<file path="config.mk">
export PLATFORM = sky130hd
export DESIGN_NAME = pcileech_ft601_rx_unpack
export DESIGN_NICKNAME = d
export VERILOG_FILES = /design/src/rtl/pcileech_ft601_rx_unpack.sv
export SDC_FILE = /design/constraint.sdc
export NUM_CORES = 1
export LEC_CHECK = 0
export ABC_AREA = 1
export BUFFER_PORTS_ARGS = -buffer_cell sky130_fd_sc_hd__buf_4
export CELL_PAD_IN_SITES_DETAIL_PLACEMENT = 1
export CELL_PAD_IN_SITES_GLOBAL_PLACEMENT = 2
export CORE_ASPECT_RATIO = 1.4
export CORE_MARGIN = 10
export CORE_UTILIZATION = 25
export DETAILED_ROUTE_END_ITERATION = 10
export HOLD_SLACK_MARGIN = 0.15
export PLACE_DENSITY = 0.61
export SYNTH_ARGS = -nofsm -noshare
export SYNTH_HDL_FRONTEND = slang
export SYNTH_SLANG_ARGS = --single-unit
</file>
<file path="constraint.sdc">
create_clock -name clk -period 3.9 [get_ports clk]
set_input_delay 0.78 -clock clk [delete_from_list [all_inputs] [get_ports clk]]
set_output_delay 0.78 -clock clk [all_outputs]
set_load 0.01 [all_outputs]
</file>
<file path="src/rtl/pcileech_ft601_rx_unpack.sv">
// Receive unpacker: drops filler DWORDs, pairs DWORDs into {HI, LO} words, times out
// orphaned LO halves and buffers completed words in a small FWFT queue.
module pcileech_ft601_rx_unpack #(
  parameter logic [31:0] PARAM_FILLER  = 32'h66665555,
  parameter int          PARAM_TIMEOUT = 1024,
  parameter int          PARAM_DEPTH   = 4,
  parameter int          PARAM_AFULL   = 2
) (
  input  logic        clk,
  input  logic        rst_n,
  input  logic [31:0] din,
  input  logic        din_valid,
  output logic        almost_full,
  output logic [63:0] dout,
  output logic        dout_valid,
  input  logic        dout_ready,
  output logic [15:0] cnt_filler,
  output logic [15:0] cnt_drop
);

  localparam int AW = (PARAM_DEPTH > 1) ? $clog2(PARAM_DEPTH) : 1;
  localparam int CW = AW + 1;
  localparam logic [15:0]   TIMER_LAST = 16'(PARAM_TIMEOUT - 1);
  localparam logic [CW-1:0] FULL_CNT   = CW'(PARAM_DEPTH);
  localparam logic [CW-1:0] AFULL_CNT  = CW'(PARAM_AFULL);

  typedef enum logic {S_LO, S_HI} state_t;

  state_t        state, state_nxt;
  logic [31:0]   lo, lo_nxt;
  logic [15:0]   timer, timer_nxt;
  logic          push, filler_hit, timeout_hit;

  logic [63:0]   mem [PARAM_DEPTH];
  logic [AW-1:0] wr_ptr, rd_ptr;
  logic [CW-1:0] count, count_nxt;
  logic          pop, accept, overflow;

  always_comb begin
    state_nxt   = state;
    lo_nxt      = lo;
    timer_nxt   = timer;
    push        = 1'b0;
    filler_hit  = 1'b0;
    timeout_hit = 1'b0;
    case (state)
      S_LO: begin
        if (din_valid) begin
          if (din == PARAM_FILLER) begin
            filler_hit = 1'b1;
          end else begin
            lo_nxt    = din;
            timer_nxt = 16'd0;
            state_nxt = S_HI;
          end
        end
      end
      S_HI: begin
        // A DWORD arriving on the expiry cycle still completes the pair.
        if (din_valid) begin
          push      = 1'b1;
          state_nxt = S_LO;
        end else if (timer == TIMER_LAST) begin
          timeout_hit = 1'b1;
          state_nxt   = S_LO;
        end else begin
          timer_nxt = timer + 16'd1;
        end
      end
      default: state_nxt = S_LO;
    endcase
  end

  always_ff @(posedge clk or negedge rst_n) begin
    if (!rst_n) begin
      state <= S_LO;
      lo    <= 32'd0;
      timer <= 16'd0;
    end else begin
      state <= state_nxt;
      lo    <= lo_nxt;
      timer <= timer_nxt;
    end
  end

  // A same-cycle pop makes room, so a full queue still accepts the push.
  assign dout_valid = (count != '0);
  assign pop        = dout_valid & dout_ready;
  assign accept     = push & ((count != FULL_CNT) | pop);
  assign overflow   = push & ~accept;
  assign dout       = dout_valid ? mem[rd_ptr] : 64'h0;

  always_comb begin
    count_nxt = count;
    if (accept && !pop) begin
      count_nxt = count + CW'(1);
    end else if (!accept && pop) begin
      count_nxt = count - CW'(1);
    end
  end

  always_ff @(posedge clk) begin
    if (accept) begin
      mem[wr_ptr] <= {din, lo};
    end
  end

  always_ff @(posedge clk or negedge rst_n) begin
    if (!rst_n) begin
      wr_ptr      <= '0;
      rd_ptr      <= '0;
      count       <= '0;
      almost_full <= 1'b0;
      cnt_filler  <= 16'd0;
      cnt_drop    <= 16'd0;
    end else begin
      if (accept) wr_ptr <= wr_ptr + AW'(1);
      if (pop)    rd_ptr <= rd_ptr + AW'(1);
      count       <= count_nxt;
      almost_full <= (count_nxt >= AFULL_CNT);
      if (filler_hit && cnt_filler != 16'hFFFF) cnt_filler <= cnt_filler + 16'd1;
      if ((timeout_hit || overflow) && cnt_drop != 16'hFFFF) cnt_drop <= cnt_drop + 16'd1;
    end
  end

endmodule
</file>
==> results.txt, run 1 <==
----------------------------------------------------
[Layout]
  Ratio of cells with drive above 1 in the final layout ... 14.5%
  Area growth from synthesis to layout ... 20.9%
  Ant. Diodes ... 0
  Final Net Count ... 1621
  Fin cells ... 2353

[Status]
  Result of the run ... finished clean

[Clock tree]
  Clk pin slew, worst setup/hold paths ... 0.06 ns
  Clock insertion delay at the later pin of the skew report ... 0.55 ns
  Number of setup buffers added after CTS ... 0
  Hold buffers post-CTS ... 0
  Clk buf depth ... 3
  Maximum level of the CTS H-tree ... 2
  Count of instances resized after the clock tree is built ... 0
  Number of sinks driven by the clock tree ... 345
  Clock tree from TritonCTS ... done
  Number of clock buffers inserted by TritonCTS ... 38
  Clk root buf ... sky130_fd_sc_hd__clkbuf_16

[Setup path]
  Category of cells accounting for the largest share of critical-path delay ... flip-flops
  Number of cells traversed by the worst register-to-register path ... 6
  Sum of buffers and inverters on the critical path ... 2
  Register-to-register setup slack ... 1.09 ns
  Reg-to-Reg Start ... state
  Master of the slowest instance on the critical path ... sky130_fd_sc_hd__dfrtp_4
  Category of the most critical setup path ... flip-flop to output port
  Delay of the slowest cell on the worst path ... 0.81 ns
  Startpoint type of the worst setup path ... flip-flop
  Peak fanout along the critical path ... 48
  Cells along the critical path ... buf_4 > nor2_1 > nor2_1 > o21ai_0 > a21oi_1 > buf_4
  Capturing point of the worst reg2reg path ... mem[0][21]
  Crit. End Element ... output port
  CP arrival ... 2.67 ns
  Data required time of the worst path ... 3.12 ns

[Drt]
  Drt first pass iters ... 5
  Drt via density ... 4.56
  Remaining DRCs ... 0
  Detail-routed net length per standard cell ... 19.2 um
  Number of nets still failing antenna checks after routing ... 0
  Initial detailed-routing violation count ... 512
  Final Routed Wirelength ... 45100 um
  Via total after detailed routing ... 10719

[Synthesis]
  Cell area after synthesis ... 14900 um2
  Post-synth cell types ... 33
  Most repeated cell in the gate-level netlist after synthesis ... sky130_fd_sc_hd__nor2_1
  Number of warnings reported in the yosys synthesis log ... 0
  Net count after synthesis ... 1492
  Top post-synthesis cells by count ... 324 x sky130_fd_sc_hd__nor2_1, 256 x sky130_fd_sc_hd__edfxtp_1, 242 x sky130_fd_sc_hd__nand2_1
  Number of enable flip-flop cells after synthesis ... 256
  Dominant cell type by area after synthesis ... sky130_fd_sc_hd__edfxtp_1
  Top post-synthesis cells by area ... sky130_fd_sc_hd__edfxtp_1 52%, sky130_fd_sc_hd__dfrtp_1 15%, sky130_fd_sc_hd__nor2_1 8.2%, sky130_fd_sc_hd__nand2_1 6.1%, sky130_fd_sc_hd__o21ai_0 4.5%
  Top flip-flop cell by instance count after synthesis ... sky130_fd_sc_hd__edfxtp_1
  Mapped Cells ... 1445
  Portion of synthesized cell area occupied by the leading cell type ... 51.7%
  Sequential-to-total area share from yosys stat ... 66.7%
  Syn avg cell area ... 10.3 um2
  Synthesis-stage register bit count ... 345
  Share of async-settable or async-resettable flops after synthesis ... 25.8%

[Timing]
  Skew final ... 0.0124 ns
  Final period util ... 88.5%
  Fmax achieved ... 290 MHz
  Slew at the pin closest to its max-slew limit ... 0.926 ns
  Worst Hold Slack ... 0.250 ns
  Count of final setup violators ... 0
  Number of slew-limit violations in the final report ... 0
  Crit path setup slack, layout ... 0.449 ns
  Total count of hold-check failures in the final report ... 0
  Post-layout min period ... 3.45 ns
  Total Neg Setup Slack ... 0 ns
  Slew margin rel. ... 38.3%
  Setup repair after global routing missed its margin ... no

[Die]
  Die height ... 309 um
  Core Area ... 58700 um2
  Die outline width ... 226 um
  Starting Density ... 25.3%
  Die Footprint ... 69800 um2
  Row Count ... 105
  Top-level I/O count ... 134

[Run]
  Number of max-cap violations ... 0

[Place]
  Instance count after placement with tap cells included ... 2283
  IO Port Bufs ... 133
  Hpwl dp ... 29100 um
  Routability cong. ... 0.762
  Worst slack at placement ... 0.891 ns

[Power and ir drop]
  Ratio of total power to cell area ... 686 nW/um2
  Post-route total power ... 12.3 mW
  Lkg Pwr ... 6.95 nW
  Worst IR Drop VDD ... 0.000317 V

[Global route]
  Vias in the first global route ... 11573
  Global-route wire length before repair ... 70100 um
  Number of antenna violations at the first check in global routing ... 4
  Global route total overflow ... 0
  Pin count of the biggest net entering global routing ... 66
  Overall routing resource usage ... 13.0%

[Min path]
  Class of the worst hold path ... input pin to asynchronous set/reset pin

----------------------------------------------------
==> metrics by stage <==
step / util [%] / area (um2)
finish: 30.6 / 18000
global route: 30.6 / 18000
CTS: 30.6 / 18000
detailed placement: 28.6 / 16800
global placement: 28.6 / 16800
floorplan: - / 14900
==> cell usage in the layout, fill, tap and decap left out, types with 2 or more instances in the layout <==
| master | instances |
|---|---|
| sky130_fd_sc_hd__clkinv_2 | 3 |
| sky130_fd_sc_hd__nor2_4 | 6 |
| sky130_fd_sc_hd__nor2_1 | 319 |
| sky130_fd_sc_hd__nand3_2 | 4 |
| sky130_fd_sc_hd__buf_4 | 149 |
| sky130_fd_sc_hd__nand2_1 | 242 |
| sky130_fd_sc_hd__xor2_1 | 19 |
| sky130_fd_sc_hd__nand2_4 | 2 |
| sky130_fd_sc_hd__clkinv_8 | 2 |
| sky130_fd_sc_hd__clkbuf_1 | 13 |
| sky130_fd_sc_hd__nor2_2 | 4 |
| sky130_fd_sc_hd__o21ai_1 | 13 |
| sky130_fd_sc_hd__clkinv_1 | 7 |
| sky130_fd_sc_hd__nand4_1 | 16 |
| sky130_fd_sc_hd__nor3_1 | 19 |
| sky130_fd_sc_hd__inv_1 | 64 |
| sky130_fd_sc_hd__inv_6 | 2 |
| sky130_fd_sc_hd__edfxtp_1 | 256 |
| sky130_fd_sc_hd__ha_1 | 11 |
| sky130_fd_sc_hd__buf_12 | 5 |
| sky130_fd_sc_hd__nor3b_1 | 2 |
| sky130_fd_sc_hd__o21ai_0 | 134 |
| sky130_fd_sc_hd__dfrtp_1 | 87 |
| sky130_fd_sc_hd__nand3_1 | 86 |
| sky130_fd_sc_hd__nand3b_1 | 3 |
| sky130_fd_sc_hd__nand2_2 | 4 |
| sky130_fd_sc_hd__clkbuf_16 | 39 |
| sky130_fd_sc_hd__bufinv_16 | 2 |
| sky130_fd_sc_hd__xnor2_1 | 5 |
| sky130_fd_sc_hd__a21oi_1 | 70 |
| sky130_fd_sc_hd__inv_2 | 5 |
| sky130_fd_sc_hd__a31oi_1 | 2 |
==> sequential cells by signal, indices dropped and copies added (netlist names) <==
register / cells
almost_full: 1
cnt_drop: 16
count: 3
state: 1
timer: 16
cnt_filler: 16
mem: 256
lo: 32
wr_ptr: 2
rd_ptr: 2
==> per-layer routing <==
metal / GRT usage, % / vias to the layer above / wire length (um)
li1: - / 5160 / -
met1: 15.2 / 5360 / 19100
met2: 23.2 / 135 / 23100
met3: 2.89 / 56 / 1970
met4: 3.55 / 8 / 868
met5: 0 / - / 56
==> cells by family (layout without fill, tap and decap cells) <==
family                     Yosys count  count (layout)  share of synthesized area [%]
xor gates and xnor gates            24              24                           1.41
adders and majority gates           11              11                          0.926
AOI/OAI and AO/OA                  222             222                           7.55
DFF                                345             345                           66.7
and+or+nand+nor                    708             708                           19.7
buffers and inverters              135             294                           3.75
==> worst reg2reg max path: stages (launching register included) <==
cell and delay (ns):
sky130_fd_sc_hd__dfrtp_1 0.67, sky130_fd_sc_hd__ha_1 0.30, sky130_fd_sc_hd__inv_1 0.05, sky130_fd_sc_hd__a31oi_1 0.37, sky130_fd_sc_hd__inv_1 0.29, sky130_fd_sc_hd__nor2_4 0.14
sky130_fd_sc_hd__buf_4 0.57
==> final cells by class <==
type	count	area [um2]
fillers	6586	40800
flip-flops and latches	345	9920
multi-input cells	965	4430
repair buffers	154	1220
clock buffers	53	1040
well taps	749	937
inverters	70	263
clock inverters	17	164
==> worst max path at each step <==
stage / start / to / slack [ns] / cells past startpoint
2_1_floorplan: din_valid / mem[0][0] / -0.69 / 5
3_3_place_gp: rd_ptr[0] / dout[44] / 0.87 / 6
3_5_place_dp: rd_ptr[0] / dout[44] / 0.89 / 6
4_1_cts: rd_ptr[0] / dout[44] / 0.28 / 6
5_1_grt: rd_ptr[0] / dout[45] / 0.19 / 6
6_report: rd_ptr[0] / dout[3] / 0.45 / 6
==> power breakdown <==
part,leakage (nW),internal (mW),switching [mW]
sequential,3.50,4.45,0.304
combinational,2.87,1.49,2.57
clock,0.580,2.01,1.49
total,6.95,7.95,4.37
Note: power is estimated with default switching activity, not from simulation.
==> inputs of run 2 (changes only) <==
==> constraint.sdc (replaced) <==
create_clock -name clk -period 3 [get_ports clk]
set_input_delay 0.6 -clock clk [delete_from_list [all_inputs] [get_ports clk]]
set_output_delay 0.6 -clock clk [all_outputs]
set_load 0.01 [all_outputs]
==> run 2 against run 1 <==
Critical path depth rose by 1. Cell count up 0.59%. Power increased by 34%. Register-to-register slack got worse by 0.26 ns. Core utilization rose by 0.48 points. Worst setup slack got worse by 0.34 ns. Wire length up 0.61%. Worst hold slack worse by 0.057 ns. Largest cell class unchanged. Highest routed layer is now met4.
==> results.txt, run 2 (synthesis results as in run 1) <==
----------------------------------------------------
[Layout]
  Number of inserted filler cells in the final layout ... 6535 (was 6586)
  Area growth from synthesis to layout ... 22.8% (was 20.9%)
  Number of flip-flops in the largest register ... 256 (unchanged)
  Area taken by multi-input logic gates ... 4440 um2 (was 4430 um2)
  Register name with the most flops ... mem (unchanged)
  Fin cells ... 2367 (was 2353)
  Area of all sequential standard cells ... 9920 um2 (unchanged)
  Final Net Count ... 1634 (was 1621)
  Commonest cells after routing, fill and taps aside ... 319 x sky130_fd_sc_hd__nor2_1, 256 x sky130_fd_sc_hd__edfxtp_1, 242 x sky130_fd_sc_hd__nand2_1, 154 x sky130_fd_sc_hd__buf_4, 134 x sky130_fd_sc_hd__o21ai_0 (was 319 x sky130_fd_sc_hd__nor2_1, 256 x sky130_fd_sc_hd__edfxtp_1, 242 x sky130_fd_sc_hd__nand2_1, 149 x sky130_fd_sc_hd__buf_4, 134 x sky130_fd_sc_hd__o21ai_0)
  Largest regs ... mem: 256 flops, lo: 32 flops (unchanged)
  Fin area ... 18300 um2 (was 18000 um2)
  Most common cell after layout, fill and taps aside ... sky130_fd_sc_hd__nor2_1 (unchanged)
  Ratio of cells with drive above 1 in the final layout ... 15.8% (was 14.5%)

[Global route]
  Number of antenna violations at the first check in global routing ... 0 (was 4)
  Global route total overflow ... 0 (unchanged)
  Global-route wire length before repair ... 70500 um (was 70100 um)
  Overall routing resource usage ... 13.0% (about the same)
  Vias in the first global route ... 11617 (was 11573)
  Pin count of the biggest net entering global routing ... 70 (was 66)

[Setup path]
  Sum of buffers and inverters on the critical path ... 4 (was 2)
  Category of the most critical setup path ... flip-flop to output port (unchanged)
  Startpoint type of the worst setup path ... flip-flop (unchanged)
  Category of cells accounting for the largest share of critical-path delay ... buffers and inverters (was flip-flops)
  Delay of the slowest cell on the worst path ... 0.39 ns (was 0.81 ns)
  Data required time of the worst path ... 2.40 ns (was 3.12 ns)
  Cells along the critical path ... inv_1 > ha_1 > nand2_1 > inv_2 > buf_12 > a21oi_1 > buf_4 (was buf_4 > nor2_1 > nor2_1 > o21ai_0 > a21oi_1 > buf_4)
  Crit. End Element ... output port (unchanged)
  CP arrival ... 2.29 ns (was 2.67 ns)
  Peak fanout along the critical path ... 64 (was 48)
  Master of the slowest instance on the critical path ... sky130_fd_sc_hd__dfrtp_1 (was sky130_fd_sc_hd__dfrtp_4)

[Drt]
  Detail-routed net length per standard cell ... 19.2 um (about the same)
  Drt via density ... 4.56 (about the same)
  Initial detailed-routing violation count ... 373 (was 512)
  Via total after detailed routing ... 10782 (was 10719)
  Detail Route met2 WL ... 23400 um (was 23100 um)
  Final Routed Wirelength ... 45400 um (was 45100 um)
  Met3 Routed Length ... 1930 um (was 1970 um)
  Drt first pass iters ... 4 (was 5)
  Max layer used ... met4 (was met5)
  Remaining DRCs ... 0 (unchanged)
  Number of nets still failing antenna checks after routing ... 0 (unchanged)
  Detailed-route wire length on metal 1 ... 19100 um (about the same)

[Power and ir drop]
  Lkg Pwr ... 7.07 nW (was 6.95 nW)
  Worst IR Drop VDD ... 0.000384 V (was 0.000317 V)
  Ratio of total power to cell area ... 902 nW/um2 (was 686 nW/um2)

[Die]
  Core Area ... 58700 um2 (unchanged)
  Starting Density ... 25.3% (unchanged)
  Die outline width ... 226 um (unchanged)
  Die Footprint ... 69800 um2 (unchanged)
  Die height ... 309 um (unchanged)
  Top-level I/O count ... 134 (unchanged)
  Row Count ... 105 (unchanged)

[Clock tree]
  Count of instances resized after the clock tree is built ... 0 (unchanged)
  Clk pin slew, worst setup/hold paths ... 0.06 ns (about the same)
  Clock tree from TritonCTS ... done (unchanged)
  Clock insertion delay at the later pin of the skew report ... 0.54 ns (was 0.55 ns)
  Number of sinks driven by the clock tree ... 345 (unchanged)
  Clk buf depth ... 3 (unchanged)
  Hold buffers post-CTS ... 0 (unchanged)
  Maximum level of the CTS H-tree ... 2 (unchanged)
  Number of clock buffers inserted by TritonCTS ... 38 (unchanged)
  Clk root buf ... sky130_fd_sc_hd__clkbuf_16 (unchanged)
  Number of setup buffers added after CTS ... 0 (unchanged)

[Place]
  Worst slack at placement ... 0.491 ns (was 0.891 ns)
  IO Port Bufs ... 133 (unchanged)
  Routability cong. ... 0.757 (was 0.762)
  Hpwl dp ... 28800 um (was 29100 um)
  Instance count after placement with tap cells included ... 2296 (was 2283)
  Post-Place Cell Area ... 17000 um2 (was 16800 um2)

[Timing]
  Slew margin rel. ... 41.7% (was 38.3%)
  Crit path setup slack, layout ... 0.107 ns (was 0.449 ns)
  Skew final ... 0.0153 ns (was 0.0124 ns)
  Post-layout min period ... 2.89 ns
  Total count of hold-check failures in the final report ... 0 (unchanged)
  Fmax achieved ... 346 MHz
  Final period util ... 96.4%
  Slew at the pin closest to its max-slew limit ... 0.875 ns (was 0.926 ns)
  Count of final setup violators ... 0 (unchanged)
  Number of slew-limit violations in the final report ... 0 (unchanged)

[Min path]
  Class of the worst hold path ... input pin to asynchronous set/reset pin (unchanged)

[Run]
  Number of max-cap violations ... 0 (unchanged)

[Status]
  Result of the run ... finished clean (unchanged)

----------------------------------------------------
-- run 2: changes by cell type in the layout (fill, tap and decap cells not counted) --
cell / delta
sky130_fd_sc_hd__diode_2: +1
sky130_fd_sc_hd__bufinv_16: +2
sky130_fd_sc_hd__a21oi_2: +3
sky130_fd_sc_hd__clkinv_4: +1
sky130_fd_sc_hd__inv_6: -1
sky130_fd_sc_hd__clkinvlp_4: +2
sky130_fd_sc_hd__a21oi_1: -3
sky130_fd_sc_hd__buf_12: +8
sky130_fd_sc_hd__clkinv_2: +1
sky130_fd_sc_hd__clkbuf_8: +1
sky130_fd_sc_hd__buf_4: +5
sky130_fd_sc_hd__clkinv_1: -6
-- run 2: worst register-to-register path: cells and delay by family, from the launching register on --
family	cells	cell delay [ns]
flops	1	0.45
fa+ha+maj	1	0.22
simple gates	6	1.43
-- run 2: worst paths after layout --
kind,slack [ns],depth (start not counted),from,endpoint
worst max-delay path,0.11,7,count[0],dout[32]
worst min-delay path,0.19,1,rst_n,cnt_drop[15]
worst max register to register,0.83,7,cnt_drop[0],cnt_drop[0]
worst min register to register,0.51,1,count[0],count[0]
max in group asynchronous,2.07,2,rst_n,lo[4]
min in group clk,0.29,1,din[29],mem[0][61]
-- run 2: layout make-up --
type	instances	area share, %
clock inverter	16	1.21
sequential	345	54.3
antenna	1	0.0137
timing repair buffer	167	7.76
multi-input combinational	965	24.3
tap	749	5.13
inverter	70	1.44
clock buffer	54	5.77
-- run 2: metal layers --
metal  global-route usage, %  vias up
li1                        -     5184
met1                    15.2     5401
met2                    23.7      140
met3                    2.52       57
met4                    3.47        0
met5                       0        -
-- run 2: where the power goes --
group          internal [mW]  switching [mW]
Clock                   2.82            1.97
Combinational           2.06            3.53
Sequential              5.78           0.285
-- run 2: per-stage QoR --
stage          util (%)  power, mW  setup TNS (ns)  hold slack [ns]
2_1_floorplan         -       9.00          -97.09            0.304
3_3_place_gp       28.9       11.9               0            0.491
3_5_place_dp       28.9       12.0               0            0.507
4_1_cts            31.1       16.8               0            0.217
5_1_grt            31.1       17.6        -0.00295            0.240
6_report           31.1       16.5               0            0.193
